### src/rtl/st7735_spi_tx.sv
// rtl/st7735_spi_tx.sv - SPI mode 0 byte serialiser driving ST7735 CS/DC/MOSI/LCD_CLK
module st7735_spi_tx #(
    parameter int CLK_DIV        = 2,
    parameter int CS_HIGH_CYCLES = 2
) (
    input  logic       SYSTEM_CLK,
    input  logic       RESET_N,
    input  logic [7:0] TX_DATA,
    input  logic       TX_DC,
    input  logic       TX_VALID,
    output logic       TX_READY,
    output logic       BUSY,
    output logic       CS,
    output logic       DC,
    output logic       MOSI,
    output logic       LCD_CLK
);

    typedef enum logic [2:0] {
        ST_IDLE,
        ST_LOW,
        ST_HIGH,
        ST_GAP,
        ST_CSH
    } state_t;

    localparam logic [7:0] DIV_LAST = 8'(CLK_DIV - 1);
    localparam logic [7:0] CSH_LAST = 8'(CS_HIGH_CYCLES - 1);

    state_t     state;
    logic [6:0] shift_q;
    logic [2:0] bit_cnt;
    logic [7:0] div_cnt;
    logic [7:0] csh_cnt;
    logic       cs_q;
    logic       dc_q;
    logic       mosi_q;
    logic       lcd_clk_q;

    // Ready only in the two states that can load a byte; never while LCD_CLK is high
    assign TX_READY = RESET_N && ((state == ST_IDLE) || (state == ST_GAP));
    assign BUSY     = RESET_N && (state != ST_IDLE);
    assign CS       = cs_q;
    assign DC       = dc_q;
    assign MOSI     = mosi_q;
    assign LCD_CLK  = lcd_clk_q;

    // Frame sequencer: load, clock out 8 bits MSB-first, then either chain or release CS
    always_ff @(posedge SYSTEM_CLK) begin
        if (!RESET_N) begin
            state     <= ST_IDLE;
            shift_q   <= '0;
            bit_cnt   <= '0;
            div_cnt   <= '0;
            csh_cnt   <= '0;
            cs_q      <= 1'b1;
            dc_q      <= 1'b0;
            mosi_q    <= 1'b0;
            lcd_clk_q <= 1'b0;
        end else if (((state == ST_IDLE) || (state == ST_GAP)) && TX_VALID) begin
            // Load: bit 7 and DC are set up together with CS falling (or staying low in GAP)
            shift_q   <= TX_DATA[6:0];
            mosi_q    <= TX_DATA[7];
            dc_q      <= TX_DC;
            cs_q      <= 1'b0;
            lcd_clk_q <= 1'b0;
            bit_cnt   <= '0;
            div_cnt   <= '0;
            state     <= ST_LOW;
        end else begin
            case (state)
                ST_IDLE: begin
                    cs_q      <= 1'b1;
                    lcd_clk_q <= 1'b0;
                end
                ST_LOW: begin
                    if (div_cnt == DIV_LAST) begin
                        lcd_clk_q <= 1'b1;
                        div_cnt   <= '0;
                        state     <= ST_HIGH;
                    end else begin
                        div_cnt <= div_cnt + 8'd1;
                    end
                end
                ST_HIGH: begin
                    if (div_cnt == DIV_LAST) begin
                        lcd_clk_q <= 1'b0;
                        div_cnt   <= '0;
                        if (bit_cnt == 3'd7) begin
                            state <= ST_GAP;
                        end else begin
                            // Next bit is presented on the falling edge
                            shift_q <= {shift_q[5:0], 1'b0};
                            mosi_q  <= shift_q[6];
                            bit_cnt <= bit_cnt + 3'd1;
                            state   <= ST_LOW;
                        end
                    end else begin
                        div_cnt <= div_cnt + 8'd1;
                    end
                end
                ST_GAP: begin
                    cs_q    <= 1'b1;
                    csh_cnt <= '0;
                    state   <= ST_CSH;
                end
                ST_CSH: begin
                    if (csh_cnt == CSH_LAST) begin
                        state <= ST_IDLE;
                    end else begin
                        csh_cnt <= csh_cnt + 8'd1;
                    end
                end
                default: begin
                    state <= ST_IDLE;
                end
            endcase
        end
    end

endmodule

### config.mk
export PLATFORM = sky130hd
export DESIGN_NAME = st7735_spi_tx
export DESIGN_NICKNAME = d
export VERILOG_FILES = /design/src/rtl/st7735_spi_tx.sv
export SDC_FILE = /design/constraint.sdc
export NUM_CORES = 1
export LEC_CHECK = 0
export ABC_AREA = 1
export CORE_UTILIZATION = 56
export DETAILED_ROUTE_END_ITERATION = 8
export PLACE_DENSITY = 0.78
export SKIP_CTS_REPAIR_TIMING = 1
export SLEW_MARGIN = 20
export SYNTH_ARGS = -nofsm -noshare
export SYNTH_HDL_FRONTEND = slang
export SYNTH_SLANG_ARGS = --single-unit
export TNS_END_PERCENT = 20
### constraint.sdc
create_clock -name SYSTEM_CLK -period 1.6 [get_ports SYSTEM_CLK]
set_input_delay 0.24 -clock SYSTEM_CLK [delete_from_list [all_inputs] [get_ports SYSTEM_CLK]]
set_output_delay 0.24 -clock SYSTEM_CLK [all_outputs]
set_load 0.005 [all_outputs]
# Yosys cells after proc, flatten, opt, wreduce, memory -nomap -nowiden
# Cells that the tools add are included.
# Widths: inputs -> output; s select.
[classes]
bitwise_logic = 4
eq_ne = 16
n_reduce_logical = 20
n_mux = 22
addsub = 3
[op_table]
columns = ["op", "count"]
rows = [
  ["$mux 7", 4],
  ["$add 8x1->8 const B", 2],
  ["$eq 8x1->1 const B", 2],
  ["$mux 8", 2],
  ["$pmux 8 s2", 1],
  ["$pmux 3 s5", 1],
  ["$reduce_and 3->1", 4],
  ["$ne 2x2->1 const B", 5],
  ["$mux 1", 9],
  ["$mux 3", 3],
  ["$ne 3x3->1 const B", 3],
  ["$reduce_and 4->1", 2],
  ["$reduce_bool 2->1", 4],
  ["$eq 3x2->1 const B", 2],
  ["$eq 3x3->1 const B", 2],
  ["$reduce_bool 3->1", 2],
  ["$reduce_or 2->1", 3],
  ["$not 1->1", 4],
  ["$add 3x1->3 const B", 1],
  ["$eq 3x1->1 const B", 1],
  ["$logic_and 1x1->1", 3],
  ["$logic_not 3->1", 1],
  ["$pmux 1 s3", 1],
  ["$mux 2", 1],
  ["2 further kinds", 2],
]
[word_totals]
elab_cells = 75
input_bits = 12
out_inout_bits = 6
reg_bits = 33

# Longest topological paths before layout
[logic_depth]
word_depth = 5
ltp_mapped = 11
ltp_nobuf = 11

# Worst setup path after synthesis
# No wires, ideal clock.
[synth_timing]
path_kind = "reg2reg"
from = "register div_cnt[1]"
to = "register bit_cnt[1]"
required_time_ps = 1484
slack_ps = 277
path_buffers = 1
stages_incl_launch_ff = 11
setup_time_ps = 116
arrival_time_ps = 1207
synth_period_minus_slack_ps = 1323
cell_sequence = "dfxtp_1 inv_1 ha_1 nand2_1 nor2_1 nand2_1 inv_2 nand2_1 buf_4 o21ai_0 nor2_1"
[synth_via]
elab_chain_len = 2
[synth_lines]
columns = ["item", "line", "source"]
rows = [
  ["from (decl)", "33", "logic [7:0] div_cnt;"],
  ["from (signal assigned)", "82", "div_cnt <= div_cnt + 8'd1;"],
  ["from (signal assigned)", "99", "div_cnt <= div_cnt + 8'd1;"],
  ["$eq 8x1->1", "86", "if (div_cnt == DIV_LAST) begin"],
  ["$reduce_and 3->1 (no source line)", "--", ""],
  ["to (signal assigned)", "95", "bit_cnt <= bit_cnt + 3'd1;"],
  ["to (decl)", "32", "logic [2:0] bit_cnt;"],
]
# Every way passes these cells.
# A chain may end at the register's enable or synchronous reset.

# Worst setup path after layout
[layout_timing]
from = "register state[0]"
to = "output TX_READY"
[layout_via]
elab_chain_len = 3
word_cells_on_any_way = 4
classes_between = "1 x eq/ne; 3 x reduce/logical"
[layout_lines]
columns = ["item", "line", "source"]
rows = [
  ["from (decl)", "30", "state_t state;"],
  ["from (signal assigned)", "51", "state <= ST_IDLE;"],
  ["from (signal assigned)", "69", "state <= ST_LOW;"],
  ["from (signal assigned)", "80", "state <= ST_HIGH;"],
  ["$eq 3x2->1 or $logic_not 3->1 (tied branches)", "41", "assign TX_READY = RESET_N && ((state == ST_IDLE) || (state == ST_GAP));"],
  ["$logic_or 1x1->1 (*)", "41", ""],
  ["$logic_and 1x1->1 (*)", "41", ""],
  ["to (decl)", "11", "output logic TX_READY,"],
]
# Mark *: on every way between the ends. The rest lies on a longest branch, timed or not.

==> impl_metrics.env <==
export IMPL_yosys_top_cells_area="dfxtp_1, nand2_1, nand3_1"
export IMPL_grt_pass1_wl_um=6244
export IMPL_synthFlopType="dfxtp_1"
export IMPL_io_buffers=17
export IMPL_peakVddDrop_mv=0.8156
export IMPL_gp_congestion=0.8177
export IMPL_synth_simple_area_share=0.4014
export IMPL_drt_total_wl_um=3547
export IMPL_wire_per_inst_um=10.16
export IMPL_ys_async_sr_fraction=0
export IMPL_yosysUniqueCellTypes=29
export IMPL_synth_seq_cells=33
export IMPL_rsz0062_at_grt="false"
export IMPL_grt_pass1_vias=1498
export IMPL_startpoint_type="flop"
export IMPL_cts_root_buffer="clkbuf_4"
export IMPL_antenna_found_initial=0
export IMPL_die_area_um2=3506
export IMPL_setup_viol=0
export IMPL_cts_sinks=33
export IMPL_worst_hold_slack_ns=0.4656
export IMPL_cts_tree="done"
export IMPL_synth_fa_ha_area_frac=0.04096
export IMPL_ys_seq_area_frac=0.3604
export IMPL_crit_required_ns=1.36
export IMPL_synthTopCellsByCount="nand2_1, nor2_1, dfxtp_1, nand3_1, inv_1"
export IMPL_hold_viol=0
export IMPL_chipHeight_um=59.21
export IMPL_fp_dieW_um=59.21
export IMPL_worstMarginPinSlew_ns=0.3355
export IMPL_p_per_area_nw_per_um2=1213
export IMPL_grt_max_degree=26
export IMPL_synth_top_cell_area_share=0.3604
export IMPL_detail_route_iter0_violations=116
export IMPL_cts_buffers=5
export IMPL_drive_gt1_frac=0.1738
export IMPL_antenna_cells=0
export IMPL_fin_skew_ns=0.007534
export IMPL_placed_cells=341
export IMPL_synthCells=271
export IMPL_viasPerCell=5.011
export IMPL_grt_total_usage=0.2299
export IMPL_drv_slew=0
export IMPL_ios=18
export IMPL_cp_end_kind="output pin"
export IMPL_status="completed"
export IMPL_rows=20
export IMPL_ys_warn_count=0
export IMPL_synth_area_leader_cell="dfxtp_1"
export IMPL_cts_max_path_buffers=2
export IMPL_synth_mux_area_frac=0
export IMPL_drc=0
export IMPL_setup_tns_ns=0
export IMPL_worstSetupPathType="reg2out"
export IMPL_cap_viol_max_count=0
export IMPL_yosysMostFrequentCell="nand2_1"
export IMPL_final_cells=349
export IMPL_relSlewSlack=0.7748
export IMPL_core_area_um2=3078
export IMPL_netlist_area_um2=1833
export IMPL_syn_nets=289
export IMPL_htree_levels=2
export IMPL_fin_crit_sh=0.9332
export IMPL_synth_compound_area_frac=0.1113
export IMPL_hold_class="in2reg"
export IMPL_crit_fanout=6
export IMPL_leakagePower_nw=0.9426
export IMPL_ant_nets=0
export IMPL_first_pass_iters=4
export IMPL_hpwl_um=2633
export IMPL_synth_xor_area_frac=0.004778
export IMPL_clkLatencyLatePin_ns=0.34
export IMPL_syn_avg_cell_area_um2=6.764
export IMPL_vias=1749
export IMPL_synth_top_family_by_area="simple AND/OR/NAND/NOR gates"
export IMPL_nets=322
export IMPL_finalCriticalPeriod_ns=1.493
export IMPL_clkTransAtPathRegs_ns=0.11
export IMPL_start_util=0.5955
export IMPL_max_freq_ghz=0.6697
export IMPL_overflow=0
export IMPL_cp_arrival_ns=1.25
export IMPL_synth_edff_count=0
export IMPL_area_growth_pct=20.96
[area by class of cell]
class | instances | area [um2]
Tap cell | 44 | 55.05
Inverter | 30 | 113.9
Clock inverter | 1 | 5.005
Multi-Input combinational cell | 203 | 1031
Timing Repair Buffer | 31 | 280.3
Clock buffer | 7 | 65.06
Sequential cell | 33 | 666.9
Fill cell | 258 | 860.8
[placed cells by master (no fill, tap or decap), types with 2 or more instances in the layout]
cell,synthesis,layout
a21oi_1,21,21
a21oi_2,4,4
buf_4,2,14
clkbuf_4,0,5
clkbuf_8,0,2
clkdlybuf4s50_1,0,15
clkinv_2,1,2
dfxtp_1,33,30
dfxtp_2,0,2
dlymetal6s2s_1,0,2
ha_1,6,6
inv_1,23,22
inv_2,5,6
nand2_1,66,65
nand2_2,6,6
nand2_4,2,3
nand3_1,28,28
nand3b_1,2,2
nand4_1,9,9
nor2_1,37,37
nor3_1,2,2
o21ai_0,7,6
o21bai_1,2,2
or2_2,5,5
[worst paths after layout]
check / startpoint / endpoint / slack [ns] / cells after the start
hold / removal: TX_DATA[0] / shift_q[0] / 0.47 / 3
setup / recovery: state[0] / TX_READY / 0.11 / 6
setup reg to reg: state[2] / div_cnt[7] / 0.14 / 9
hold reg to reg: LCD_CLK / LCD_CLK / 0.48 / 2
[cell families (layout without fill, tap and decap cells)]
kind of cell,count (synthesis),after routing
AOI/OAI and AO/OA,36,36
xor gates and xnor gates,1,1
and+or+nand+nor,160,160
adders and majority gates,6,6
buffers and inverters,35,69
DFF,33,33
[sequential cells by signal, summed over array words and instances (netlist names)]
signal and cells:
div_cnt 8, MOSI 1, LCD_CLK 1, csh_cnt 8, CS 1, DC 1
shift_q 7, bit_cnt 3, state 3
[layer usage]
layer / global-route usage / up-vias / share of wire
met4: 0.09184 / 0 / 0.013
met1: 0.3202 / 756 / 0.52
li1: - / 947 / -
met3: 0.03930 / 5 / 0.043
met2: 0.3515 / 41 / 0.43
met5: 0 / - / 0
[through the flow]
| step | area [um2] | power (mW) | setup slack, ns | utilization |
|---|---|---|---|---|
| 3_3_place_gp | 2128 | 2.129 | -0.1959 | 0.6915 |
| 3_5_place_dp | 2128 | 2.141 | -0.2012 | 0.6915 |
| 6_report | 2217 | 2.689 | 0.1068 | 0.7203 |
| 2_1_floorplan | 1833 | 1.781 | 0.2770 | - |
| 4_1_cts | 2198 | 2.687 | -0.3457 | 0.7142 |
| 5_1_grt | 2217 | 2.896 | 0.02266 | 0.7203 |
[critical path, stage by stage, from the launching register on]
cell and delay (ns):
dfxtp_4 0.38, nor2_2 0.13, nand2_2 0.10, nand2_4 0.08, inv_1 0.04, nor2_1 0.07
dlymetal6s2s_1 0.13
[report_power, final]
part / total, mW / internal [mW] / switching (mW)
logic: 1.16 / 0.464 / 0.693
registers: 0.986 / 0.921 / 0.0646
clock network: 0.545 / 0.255 / 0.291
total: 2.69 / 1.64 / 1.05
Power figures use the tool's default switching activity.
